===== config.mk =====
export PLATFORM = sky130hd
export DESIGN_NAME = uart_word_bridge
export DESIGN_NICKNAME = d
export VERILOG_FILES = /design/src/rtl/uart_word_pkg.sv /design/src/rtl/uart_word_rx_assembler.sv /design/src/rtl/uart_word_bridge.sv
export SDC_FILE = /design/constraint.sdc
export NUM_CORES = 1
export LEC_CHECK = 0
export ABC_AREA = 1
export BUFFER_PORTS_ARGS = -buffer_cell sky130_fd_sc_hd__buf_4
export CAP_MARGIN = 20
export CORE_UTILIZATION = 47
export CTS_CLUSTER_DIAMETER = 120
export DETAILED_ROUTE_END_ITERATION = 12
export PLACE_DENSITY = 0.71
export SLEW_MARGIN = 20
export SYNTH_ARGS = -nofsm -noshare
export SYNTH_HDL_FRONTEND = slang
export SYNTH_SLANG_ARGS = --single-unit
export TNS_END_PERCENT = 10

===== constraint.sdc =====
create_clock -name clk_in -period 6.4 [get_ports clk_in]
set_input_delay 0.96 -clock clk_in [delete_from_list [all_inputs] [get_ports clk_in]]
set_output_delay 0.96 -clock clk_in [all_outputs]
set_load 0.1 [all_outputs]

===== src/rtl/uart_word_pkg.sv =====
// rtl/uart_word_pkg.sv - shared types and sizing helpers for uart_word_bridge
package uart_word_pkg;

    typedef enum logic [1:0] {
        IDLE  = 2'd0,
        SEND  = 2'd1,
        ARM   = 2'd2,
        DRAIN = 2'd3
    } tx_state_t;

    // Bits needed for a byte index covering 0..WORD_BYTES; the top value is the checksum slot.
    function automatic int byte_count_w(input int word_width);
        int slots;
        slots = word_width / 8 + 1;
        return (slots <= 2) ? 1 : $clog2(slots);
    endfunction

endpackage


===== src/rtl/uart_word_rx_assembler.sv =====
// rtl/uart_word_rx_assembler.sv - byte-to-word assembler with inter-byte timeout; optional UART_WORD_CHECKSUM_EN
module uart_word_rx_assembler
    import uart_word_pkg::*;
#(
    parameter int WORD_WIDTH        = 64,
    parameter int RX_TIMEOUT_CYCLES = 1_000_000
) (
    input  logic                  clk,
    input  logic                  rst_n,
    input  logic                  byte_valid,
    input  logic [7:0]            byte_data,
    output logic                  word_valid,
    output logic [WORD_WIDTH-1:0] word_data,
    output logic                  rx_error
);

    localparam int WORD_BYTES = WORD_WIDTH / 8;
    localparam int CW         = byte_count_w(WORD_WIDTH);
`ifdef UART_WORD_CHECKSUM_EN
    localparam int FRAME_BYTES = WORD_BYTES + 1;
`else
    localparam int FRAME_BYTES = WORD_BYTES;
`endif
    localparam logic [CW-1:0] LAST_SLOT = CW'(FRAME_BYTES - 1);
    // The idle counter only ever needs to reach RX_TIMEOUT_CYCLES-1.
    localparam int TW = (RX_TIMEOUT_CYCLES < 2) ? 1 : $clog2(RX_TIMEOUT_CYCLES);
    localparam logic [TW-1:0] T_LAST = TW'((RX_TIMEOUT_CYCLES > 0) ? RX_TIMEOUT_CYCLES - 1 : 0);

    logic [CW-1:0]         count;
    logic [TW-1:0]         idle_cnt;
    logic [WORD_WIDTH-1:0] shadow;
    logic [WORD_WIDTH-1:0] shadow_next;
    logic                  last_byte;
    logic                  timeout_hit;
    logic                  csum_ok;

    // Shadow word with the incoming byte merged in, so the final byte lands in word_data directly.
    always_comb begin
        shadow_next = shadow;
        if (int'(count) < WORD_BYTES) begin
            shadow_next[{count, 3'b000} +: 8] = byte_data;
        end
    end

    assign last_byte   = (count == LAST_SLOT);
    assign timeout_hit = (RX_TIMEOUT_CYCLES != 0) && (count != '0) && (idle_cnt == T_LAST);

`ifdef UART_WORD_CHECKSUM_EN
    logic [7:0] csum;

    assign csum_ok = (byte_data == csum);

    // Running XOR of the data bytes; restarts with the first byte of every frame.
    always_ff @(posedge clk or negedge rst_n) begin
        if (!rst_n) begin
            csum <= 8'h00;
        end else if (byte_valid) begin
            csum <= (count == '0) ? byte_data : (csum ^ byte_data);
        end
    end
`else
    assign csum_ok = 1'b1;
`endif

    // Byte capture, word completion and timeout discard; a byte always beats an expiring timeout.
    always_ff @(posedge clk or negedge rst_n) begin
        if (!rst_n) begin
            count      <= '0;
            idle_cnt   <= '0;
            shadow     <= '0;
            word_data  <= '0;
            word_valid <= 1'b0;
            rx_error   <= 1'b0;
        end else begin
            word_valid <= 1'b0;
            rx_error   <= 1'b0;
            if (byte_valid) begin
                idle_cnt <= '0;
                shadow   <= shadow_next;
                if (last_byte) begin
                    count <= '0;
                    if (csum_ok) begin
                        word_data  <= shadow_next;
                        word_valid <= 1'b1;
                    end else begin
                        rx_error <= 1'b1;
                    end
                end else begin
                    count <= count + 1'b1;
                end
            end else if (timeout_hit) begin
                count    <= '0;
                idle_cnt <= '0;
                rx_error <= 1'b1;
            end else if (count != '0) begin
                idle_cnt <= idle_cnt + 1'b1;
            end
        end
    end

endmodule


===== src/rtl/uart_word_bridge.sv =====
// rtl/uart_word_bridge.sv - UART byte/word bridge top with TX serialiser FSM; optional UART_WORD_CHECKSUM_EN
module uart_word_bridge
    import uart_word_pkg::*;
#(
    parameter int WORD_WIDTH        = 64,
    parameter int RX_TIMEOUT_CYCLES = 1_000_000
) (
    input  logic                  clk_in,
    input  logic                  rst_n_in,
    input  logic                  rx_byte_valid_in,
    input  logic [7:0]            rx_byte_in,
    output logic                  word_valid_out,
    output logic [WORD_WIDTH-1:0] word_out,
    output logic                  rx_error_out,
    input  logic [WORD_WIDTH-1:0] word_in,
    input  logic                  word_valid_in,
    output logic                  word_ready_out,
    output logic [7:0]            tx_byte_out,
    output logic                  tx_trigger_out,
    input  logic                  tx_busy_in
);

    localparam int WORD_BYTES = WORD_WIDTH / 8;
    localparam int CW         = byte_count_w(WORD_WIDTH);
`ifdef UART_WORD_CHECKSUM_EN
    localparam int TX_FRAME = WORD_BYTES + 1;
`else
    localparam int TX_FRAME = WORD_BYTES;
`endif
    localparam logic [CW-1:0] TX_LAST = CW'(TX_FRAME - 1);

    tx_state_t             state;
    tx_state_t             state_next;
    logic [WORD_WIDTH-1:0] tx_word;
    logic [CW-1:0]         tx_idx;
    logic [7:0]            tx_sel;

    uart_word_rx_assembler #(
        .WORD_WIDTH        (WORD_WIDTH),
        .RX_TIMEOUT_CYCLES (RX_TIMEOUT_CYCLES)
    ) u_rx (
        .clk        (clk_in),
        .rst_n      (rst_n_in),
        .byte_valid (rx_byte_valid_in),
        .byte_data  (rx_byte_in),
        .word_valid (word_valid_out),
        .word_data  (word_out),
        .rx_error   (rx_error_out)
    );

    // Byte selected by the TX index; the slot past the data bytes carries the XOR checksum.
    always_comb begin
        tx_sel = 8'h00;
        for (int k = 0; k < WORD_BYTES; k++) begin
            if (int'(tx_idx) == k) tx_sel = tx_word[8*k +: 8];
        end
`ifdef UART_WORD_CHECKSUM_EN
        if (int'(tx_idx) == WORD_BYTES) begin
            tx_sel = 8'h00;
            for (int k = 0; k < WORD_BYTES; k++) tx_sel = tx_sel ^ tx_word[8*k +: 8];
        end
`endif
    end

    // The byte stays stable from SEND until DRAIN exits because the index only moves on DRAIN exit.
    assign tx_byte_out = tx_sel;

    // TX state register.
    always_ff @(posedge clk_in or negedge rst_n_in) begin
        if (!rst_n_in) state <= IDLE;
        else           state <= state_next;
    end

    // TX next-state and handshake outputs, paced by the transmitter busy flag.
    always_comb begin
        state_next     = state;
        word_ready_out = 1'b0;
        tx_trigger_out = 1'b0;
        case (state)
            IDLE: begin
                word_ready_out = 1'b1;
                if (word_valid_in) state_next = SEND;
            end
            SEND: begin
                tx_trigger_out = 1'b1;
                state_next     = ARM;
            end
            ARM: begin
                if (tx_busy_in) state_next = DRAIN;
            end
            DRAIN: begin
                if (!tx_busy_in) state_next = (tx_idx == TX_LAST) ? IDLE : SEND;
            end
            default: state_next = IDLE;
        endcase
    end

    // Word latch on acceptance and byte index advance after each drained byte.
    always_ff @(posedge clk_in or negedge rst_n_in) begin
        if (!rst_n_in) begin
            tx_word <= '0;
            tx_idx  <= '0;
        end else if (state == IDLE && word_valid_in) begin
            tx_word <= word_in;
            tx_idx  <= '0;
        end else if (state == DRAIN && !tx_busy_in && tx_idx != TX_LAST) begin
            tx_idx <= tx_idx + 1'b1;
        end
    end

endmodule


==> out/qor.txt, run 1 <==
Run status = finished clean
Worst slew margin = 35.1%
Syn_area_per_cell = 7.52 sq um
Hold Vio Cnt, Final = 0
Height of the die = 156 um
Largest net degree at the start of global routing = 115
Power per Cell Area = 591 nW/um^2
Cells after DPL = 1883
CP max FO = 91
Core area = 22900 sq um
H-tree lvl count = 1
Post-synth ARST share = 100%
Final period util = 60.7%
VDD IR max = 0.000531 V
RSZ-0062 raised after global routing = no
1st-pass router iterations = 5
Post_cts resized = 0
Register area share after synthesis = 50.4%
ANT cells = 0
Via count = 9846
Placer Congestion = 0.930
First-pass GRT wire length = 46600 um
Min Tclk post-route = 3.89 ns
Remaining Overflow, GRT = 0
Synth Instances = 1478
Vias in the first global route = 9328
Final Util = 57.6%
Final setup viols = 0
Mapped cell area = 11100 sq um
Final WL = 27900 um
Final setup skew = 0.0200 ns
Initial antenna violation count = 0
DRC errors left = 0
Flop pwr share = 29.0%
Final TNS setup = 0 ns
Die ar. = 24300 sq um
Worst slew pin tran = 0.970 ns
Post-synth EDFFs = 0
Post-route cell area = 13200 sq um
Clock latency at the later pin of the worst-skew pair = 0.53 ns
Setup Fix Bufs, Post-CTS = 0
# IOs = 153
Clock share of power = 17.5%
F_max = 257 MHz
Net Sw Frac = 52.3%
Crit Path Class = in2reg
Die width = 156 um
Internal cell power = 3.72 mW
Area after DPL = 12400 sq um
Post-synth cell types = 38
Routed Antenna Nets = 0
Leakage power = 7.04 nW
DRT iter0 DRCs = 867
Clock buffer depth = 3
Hpwl dp = 18800 um
Pins Over Slew Limit = 0
Synth warn = 0
Hold Buf Count CTS = 0
CTS tree = built
Startpoint Class = input port
Combinational power share = 53.5%
Critical Path End Type = register
Finished Layout Cells = 1923
Post-synthesis net count = 1566
Min-Delay Path Class = reg2reg
CTS Buf Count = 25
Layout area overhead = 18.8%
Ys flop type = dfrtp_1
Via-to-Cell Ratio = 5.12
# rows = 55
Worst EP arrival = 4.30 ns
Routed wire per std cell = 14.5 um
CTS Sinks = 224
Fillers = 2107
GRT Total Usage = 23.6%
Share of layout cells above drive strength 1 = 13.7%
Critical Path RT = 6.81 ns
Net Switching = 4.08 mW
Clock-pin slew on the worst setup and hold paths = 0.06 ns
Max-cap violation count = 0
Initial Util = 48.5%
Synthesis-stage register bit count = 224
Root Driver = clkbuf_16
Port bufs = 152
Nets = 1685
## metal layers
metal	part of all wire [%]	global-route usage [%]	vias to the layer above
met5	0	0	-
met4	1.7	6.07	0
met3	6.2	3.50	37
met2	46	37.6	314
met1	46	33.7	4579
li1	-	-	4916
## final timing paths
check	cells past startpoint	slack [ns]	end	from
max in group asynchronous	2	4.48	tx_word[63]	rst_n_in
hold / removal	2	0.47	u_rx.shadow[38]	u_rx.shadow[38]
min in group asynchronous	1	0.53	tx_word[4]	rst_n_in
hold reg to reg	2	0.47	u_rx.shadow[38]	u_rx.shadow[38]
setup / recovery	6	2.51	u_rx.word_data[0]	rx_byte_valid_in
setup reg to reg	8	3.06	u_rx.idle_cnt[11]	u_rx.count[0]
## synth_stat cells, types with 2 or more instances
master,count,share of area [%]
a21oi_1,5,0.23
buf_1,6,0.20
buf_2,14,0.63
clkbuf_1,42,1.4
dfrtp_1,224,50
ha_1,11,1.2
inv_1,120,4.1
inv_2,6,0.20
nand2_1,586,20
nand2_2,4,0.23
nand3_1,217,9.8
nand3_2,3,0.27
nand3b_1,9,0.61
nand4_1,7,0.39
nor2_1,87,2.9
nor2_2,2,0.11
nor2_4,6,0.61
nor3_1,16,0.72
o21ai_0,75,3.4
o21ai_1,5,0.23
o21bai_1,6,0.41
o22ai_1,6,0.34
xnor2_1,3,0.24
xor2_1,4,0.32
## state kept, by name, indices dropped and copies added, names as in the netlist
signal / flops
state: 2
u_rx.shadow: 64
u_rx.word_valid: 1
u_rx.rx_error: 1
tx_idx: 4
u_rx.idle_cnt: 20
u_rx.word_data: 64
u_rx.count: 4
tx_word: 64
## kinds of logic after synthesis
group	Yosys count	share of synthesized area [%]
compound gates	100	4.76
xor+xnor	8	0.698
fa+ha+maj	11	1.24
buf+inv	190	6.68
flops	224	50.4
mux	1	0.0901
simple gates	944	36.1
## cells in the final DEF (no fill, tap or decap), types with 2 or more instances in the layout
cell type,n
nand2_2,4
clkbuf_1,5
nand3_1,217
nor2_4,8
inv_1,119
o21ai_0,75
nor2_1,85
ha_1,11
nand3_2,3
clkinv_2,4
nor3_1,16
nor2_2,2
nand4_1,7
buf_4,155
clkbuf_8,5
dfrtp_1,224
clkbuf_16,25
inv_2,5
nand2_1,586
a21oi_1,5
o22ai_1,6
o21bai_1,6
o21ai_1,5
xnor2_1,3
xor2_1,4
nand3b_1,9
## worst max-delay path, stage by stage
cell and delay, ns:
buf_4 0.65, inv_2 0.55, nor2_4 0.21, buf_4 0.54
clkinv_2 0.91, o21ai_0 0.39
## layout make-up
class | count | area (sq um) | share of cell area, %
Sequential cell | 224 | 5610 | 42.5
Multi-Input combinational cell | 1064 | 4780 | 36.2
Timing Repair Buffer | 156 | 1180 | 8.93
Clock buffer | 35 | 713 | 5.40
Inverter | 126 | 475 | 3.60
Tap cell | 313 | 392 | 2.97
Clock inverter | 5 | 56.3 | 0.426
## power by group through the flow
stage	registers, mW	logic, mW	clock network, mW
2_1_floorplan	3.32	2.20	0
3_3_place_gp	2.27	4.10	0
3_5_place_dp	2.27	4.17	0
4_1_cts	2.26	4.19	1.39
5_1_grt	2.33	4.53	1.45
6_report	2.26	4.18	1.36
## stage by stage
stage	hold WS [ns]	worst slack [ns]	power, mW
after global routing	0.496	2.08	8.30
final	0.471	2.51	7.80
after floorplan	0.440	3.19	5.52
after CTS	0.475	2.20	7.83
after detailed placement	0.460	2.37	6.44
after global placement	0.455	2.46	6.37
Power figures use the tool's default switching activity.
==> run 2, diff against run 1 <==
==> constraint.sdc (replaced) <==
create_clock -name clk_in -period 3.7 [get_ports clk_in]
set_input_delay 0.555 -clock clk_in [delete_from_list [all_inputs] [get_ports clk_in]]
set_output_delay 0.555 -clock clk_in [all_outputs]
set_load 0.1 [all_outputs]
==> run 2 against run 1 <==
  * Critical path depth up 5
  * Clock-buffer cell count decreased by 1
  * First-iteration DRC count decreased by 2.8%
  * Clock skew is 0.0079 ns lower
  * Sequential power grew 74%
  * Largest cell class unchanged
==> out/qor.txt, run 2 (synthesis results as in run 1) <==
Initial Util = 48.5% (unchanged)
# rows = 55 (unchanged)
Largest net degree at the start of global routing = 115 (unchanged)
F_max = 299 MHz
CP most frequent cell = nand2_1
Layout area overhead = 19.9%
Die width = 156 um (unchanged)
First-pass GRT wire length = 48500 um (+4.2%)
Critical Path End Type = primary output
Delay-heaviest family, CP = buffers and inverters
Pins Over Slew Limit = 0 (unchanged)
Most frequent cells in the layout = nand2_1, dfrtp_1, nand3_1, buf_4, inv_1
CP max FO = 17 (-81%)
1st-pass router iterations = 5 (unchanged)
CP startpoint = tx_idx[1]
Power per Cell Area = 1030 nW/um^2 (+74%)
CTS Buf Count = 25 (unchanged)
Post_cts resized = 0 (unchanged)
CP bufs+invs = 4 (unchanged)
Crit path depth = 11 (+5)
ANT cells = 0 (unchanged)
CTS tree = built
GRT Total Usage = 24.9% (+1.3 points)
Vias in the first global route = 9665 (+3.6%)
Final TNS setup = 0 ns (unchanged)
Clock buffer depth = 3 (unchanged)
Most common cell after layout, fill and taps aside = nand2_1
Root Driver = clkbuf_16
Share of layout cells above drive strength 1 = 14.4% (+0.70 points)
Final setup skew = 0.0120 ns (-0.00795 ns)
Post-route cell area = 13300 sq um (+0.96%)
Combinational power share = 52.8% (-0.7 points)
R2r setup slk = 1.02 ns (-2.04 ns)
Crit-path slowest cell = ha_1
Internal cell power = 6.59 mW (+77%)
Worst slew margin = 38.0% (+2.9 points)
CP cell instances = inv_1 -> ha_1 -> nand3_1 -> inv_1 -> nand2_1 -> nand2_1 -> inv_1 -> nand2_1 -> nand2_1 -> nand2_1 -> buf_4
Startpoint Class = register
Worst slew pin tran = 0.930 ns (-0.0402 ns)
Fillers = 2117 (+0.47%)
Worst EP arrival = 2.79 ns (-1.51 ns)
Leakage power = 7.11 nW (+1.0%)
# IOs = 153 (unchanged)
FF-to-FF End = u_rx.word_data[32]
Hpwl dp = 20500 um (+9.4%)
Routed wire per std cell = 15.1 um (+4.4%)
Biggest cell delay along the critical path = 0.50 ns (-0.41 ns)
Port bufs = 152 (unchanged)
Min Tclk post-route = 3.34 ns
Area of the multi-input gates = 4780 sq um (-0.10%)
Top flop regs = tx_word x64, u_rx.shadow x64, u_rx.word_data x64
H-tree lvl count = 1 (unchanged)
Routed Antenna Nets = 0 (unchanged)
Die ar. = 24300 sq um (unchanged)
Clock-pin slew on the worst setup and hold paths = 0.06 ns (about the same)
Clock latency at the later pin of the worst-skew pair = 0.52 ns (about the same)
Critical Path End = tx_byte_out[2]
Core area = 22900 sq um (unchanged)
CTS Sinks = 224 (unchanged)
Clock share of power = 18.4% (+0.9 points)
Setup Fix Bufs, Post-CTS = 0 (unchanged)
Critical Path RT = 3.14 ns (-3.67 ns)
DRC errors left = 0 (unchanged)
DRT iter0 DRCs = 843 (-2.8%)
FF+latch area = 5610 sq um (unchanged)
Crit Path Class = reg2out
Final WL = 29300 um (+5.1%)
Min-Delay Path Class = in2async
VDD IR max = 0.000975 V (+84%)
Hold Buf Count CTS = 0 (unchanged)
Final period util = 90.3%
Remaining Overflow, GRT = 0 (unchanged)
Hold Vio Cnt, Final = 0 (unchanged)
Via-to-Cell Ratio = 5.15 (+0.64%)
Max-cap violation count = 0 (unchanged)
Initial antenna violation count = 0 (unchanged)
Placer Congestion = 0.874 (-6.1%)
Nets = 1693 (+0.47%)
Net Sw Frac = 51.9% (-0.47 points)
Final setup viols = 0 (unchanged)
Worst Reg-to-Reg Cells = 8 (unchanged)
Reg2reg start = u_rx.count[0]
RSZ-0062 raised after global routing = no
Height of the die = 156 um (unchanged)
Net Switching = 7.10 mW (+74%)
Flop pwr share = 28.8% (-0.2 points)
Area after DPL = 12500 sq um (+0.50%)
Via count = 9971 (+1.3%)
Run status = finished clean
## run 2: cell types whose count changed in the layout (fill, tap and decap cells not counted), sizes merged
cell	before	now
clkinv	4	6
bufinv	1	3
buf	156	164
clkinvlp	1	2
clkbuf	35	34
## run 2: worst reg2reg max path, stage by stage (launching register included)
cell     delay, ns
dfrtp_1       0.65
inv_1         0.18
ha_1          0.30
xnor2_2       0.38
nand4_2       0.38
nor2_4        0.29
nand2_1       0.10
nand3_1       0.20
nand2_1       0.08
## run 2: metal layers
metal  GRT usage [%]  share of wire (%)  routed length, um  vias up
met5               0                  0                  0        -
met4            7.52                2.3                662        0
met3            3.69                6.1               1800       53
met2            42.0                 48              14000      293
met1            33.1                 44              12900     4696
li1                -                  -                  -     4929
## run 2: metrics by stage
step	worst slack (ns)	hold WS, ns	std cells	power [mW]	util, %
after floorplan	0.894	0.259	1478	9.55	-
after global placement	0.941	0.455	1891	11.1	54.5
after detailed placement	0.922	0.459	1891	11.2	54.5
after CTS	0.370	0.136	1935	13.8	58.2
after global routing	0.0913	0.110	1935	14.5	58.2
final	0.358	0.0206	1935	13.7	58.2
## run 2: area by class of cell
class	instances	area share, %
Clock buffer	34	5.32
Clock inverter	10	0.976
Inverter	126	3.58
Multi-Input combinational cell	1064	35.8
Sequential cell	224	42.1
Tap cell	313	2.94
Timing Repair Buffer	164	9.29
## run 2: power by group through the flow
stage | registers [mW] | logic [mW] | clock network (mW)
floorplan | 5.74 | 3.81 | 0
global placement | 3.95 | 7.12 | 0
detailed placement | 3.96 | 7.22 | 0
CTS | 3.94 | 7.24 | 2.58
global route | 4.05 | 7.83 | 2.67
finish | 3.94 | 7.22 | 2.53
## run 2: how the worst min path moves through the flow
stage | from | to | slack, ns | cells after the start
after floorplan | rst_n_in | state[0] | 0.26 | 0
after global placement | u_rx.shadow[34] | u_rx.shadow[34] | 0.46 | 2
final | rst_n_in | tx_word[6] | 0.02 | 1
after global routing | rst_n_in | tx_word[7] | 0.11 | 1
after detailed placement | u_rx.shadow[39] | u_rx.shadow[39] | 0.46 | 2
after CTS | rst_n_in | tx_word[6] | 0.14 | 1
==> run 3, diff against run 2 <==
--- a/config.mk
+++ b/config.mk
@@ -8,10 +8,10 @@
 export ABC_AREA = 1
 export BUFFER_PORTS_ARGS = -buffer_cell sky130_fd_sc_hd__buf_4
 export CAP_MARGIN = 20
-export CORE_UTILIZATION = 47
+export CORE_UTILIZATION = 58
 export CTS_CLUSTER_DIAMETER = 120
 export DETAILED_ROUTE_END_ITERATION = 12
-export PLACE_DENSITY = 0.71
+export PLACE_DENSITY = 0.84
 export SLEW_MARGIN = 20
 export SYNTH_ARGS = -nofsm -noshare
 export SYNTH_HDL_FRONTEND = slang
==> run 3 against run 2 <==
  * The run now ends with hold timing left
  * Clock skew is 0.0030 ns lower
  * Total power increased by 0.41%
  * Global-route usage grew 5.2 points
==> out/qor.txt, run 3 (synthesis results as in run 1) <==
Die ar. = 19700 sq um (-19%)
Hold Buf Count CTS = 0 (unchanged)
GRT Total Usage = 30.1% (+5.2 points)
CP bufs+invs = 3 (-1)
Share of layout cells above drive strength 1 = 14.3% (-0.044 points)
Leakage power = 7.11 nW (about the same)
Top flop regs = tx_word x64, u_rx.shadow x64, u_rx.word_data x64
DRT iter0 DRCs = 717 (-15%)
Fillers = 1522 (-28%)
Final setup viols = 0 (unchanged)
Core area = 18800 sq um (-18%)
Routed wl met2 = 13800 um (-1.5%)
CTS Buf Count = 25 (unchanged)
Placer Congestion = 0.909 (+4.1%)
Remaining Overflow, GRT = 0 (unchanged)
Routed Antenna Nets = 0 (unchanged)
Height of the die = 140 um (-9.9%)
Port bufs = 152 (unchanged)
Setup Fix Bufs, Post-CTS = 0 (unchanged)
# IOs = 153 (unchanged)
Final Util = 70.5% (+12 points)
Most frequent cells in the layout = nand2_1, dfrtp_1, nand3_1, buf_4, inv_1
CP max FO = 16 (-1)
VDD IR max = 0.000710 V (-27%)
Run status = complete, but fails checks
Largest net degree at the start of global routing = 95 (-17%)
Vias in the first global route = 9756 (+0.94%)
Worst EP arrival = 2.77 ns (-0.02 ns)
Die width = 140 um (-9.9%)
# rows = 50 (-9.1%)
Clock-pin slew on the worst setup and hold paths = 0.06 ns (about the same)
Min Tclk post-route = 3.33 ns (-0.0126 ns)
Area after DPL = 12400 sq um (-0.87%)
CTS tree = built
Met1 Wirelength = 12200 um (-4.8%)
Pins Over Slew Limit = 0 (unchanged)
Clock buffer depth = 3 (unchanged)
Initial antenna violation count = 0 (unchanged)
Failing checks = hold timing
Root Driver = clkbuf_16
Area of the multi-input gates = 4780 sq um (unchanged)
Final WL = 28700 um (-2.1%)
Power per Cell Area = 1040 nW/um^2 (+1.1%)
Nets = 1692 (-0.059%)
Hold Vio Cnt, Final = 1 (+1)
FF+latch area = 5610 sq um (unchanged)
Met3 WL = 1890 um (+5.0%)
ANT cells = 0 (unchanged)
Min-Delay Path Class = in2async
Delay-heaviest family, CP = simple AND/OR/NAND/NOR gates
Hpwl dp = 19800 um (-3.5%)
Via count = 10200 (+1.8%)
1st-pass router iterations = 5 (unchanged)
Final setup skew = 0.00907 ns (-0.00297 ns)
H-tree lvl count = 1 (unchanged)
Worst slew pin tran = 0.891 ns (-0.0383 ns)
CTS Sinks = 224 (unchanged)
Biggest cell delay along the critical path = 0.47 ns (-0.03 ns)
Routed wire per std cell = 15.5 um (+2.2%)
CP cell instances = inv_1 -> ha_1 -> nand3_1 -> nand2_1 -> inv_1 -> nand2_1 -> nand2_1 -> nand2_1 -> nand2_1 -> nand2_1 -> buf_4
Most common cell after layout, fill and taps aside = nand2_1
Hold Slack = -0.000763 ns (-0.0213 ns)
Final TNS setup = 0 ns (unchanged)
Crit Path Class = reg2out
Crit-path slowest cell = nand3_1
Critical Path End Type = primary output
Initial Util = 59.2% (+11 points)
Startpoint Class = register
Max Used Layer = met4
CP most frequent cell = nand2_1
Final period util = 90.0% (-0.34 points)
Max-cap violation count = 0 (unchanged)
Post-route cell area = 13200 sq um (-0.72%)
Layout area overhead = 19.1%
Worst slew margin = 40.5% (+2.5 points)
RSZ-0062 raised after global routing = no
Post_cts resized = 0 (unchanged)
First-pass GRT wire length = 47800 um (-1.4%)
Critical Path RT = 3.14 ns (about the same)
DRC errors left = 0 (unchanged)
Via-to-Cell Ratio = 5.48 (+6.3%)
F_max = 300 MHz (+0.38%)
Clock latency at the later pin of the worst-skew pair = 0.53 ns (about the same)
[run 3: path summary, 6_finish.rpt]
check                                start                  to  slack, ns  cells after the start
max in group asynchronous         rst_n_in  u_rx.word_data[52]       2.56                      2
max reg2reg                  u_rx.count[0]   u_rx.idle_cnt[11]       0.93                      8
min                               rst_n_in          tx_word[3]    -0.0008                      1
min in group clk_in            word_in[60]         tx_word[60]       0.22                      3
min reg2reg                u_rx.shadow[38]     u_rx.shadow[38]       0.48                      2
max                              tx_idx[0]      tx_byte_out[2]       0.37                     11
[run 3: per-stage QoR]
step	total power, mW	instances	setup WS [ns]
6_report	13.7	1854	0.371
5_1_grt	14.5	1854	0.0889
4_1_cts	13.8	1854	0.378
3_5_place_dp	11.2	1811	0.928
3_3_place_gp	11.0	1811	0.956
2_1_floorplan	9.55	1478	0.894
[run 3: routing by layer]
| metal | up-vias | track usage [%] |
|---|---|---|
| li1 | 4942 | - |
| met1 | 4773 | 40.5 |
| met2 | 383 | 50.8 |
| met3 | 56 | 3.97 |
| met4 | 0 | 9.66 |
| met5 | - | 0 |
[run 3: cell type report]
class / instances / share of cell area (%)
Clock buffer: 34 / 5.44
Clock inverter: 9 / 1.00
Inverter: 126 / 3.58
Multi-Input combinational cell: 1064 / 36.1
Sequential cell: 224 / 42.4
Tap cell: 234 / 2.21
Timing Repair Buffer: 163 / 9.30
[run 3: power by group]
group / leakage, nW / switching [mW] / total, mW / internal (mW)
Sequential: 2.92 / 0.543 / 3.93 / 3.39
Combinational: 3.78 / 5.59 / 7.24 / 1.65
Clock: 0.420 / 1.00 / 2.57 / 1.57
[run 3: worst reg2reg max path: stages, from the launching register on]
cell and delay [ns]:
dfrtp_1 0.57, inv_1 0.20, ha_1 0.27, nand3_2 0.32
nor2_1 0.49, inv_1 0.38, nand2_1 0.18, xor2_1 0.15
nor2_1 0.05
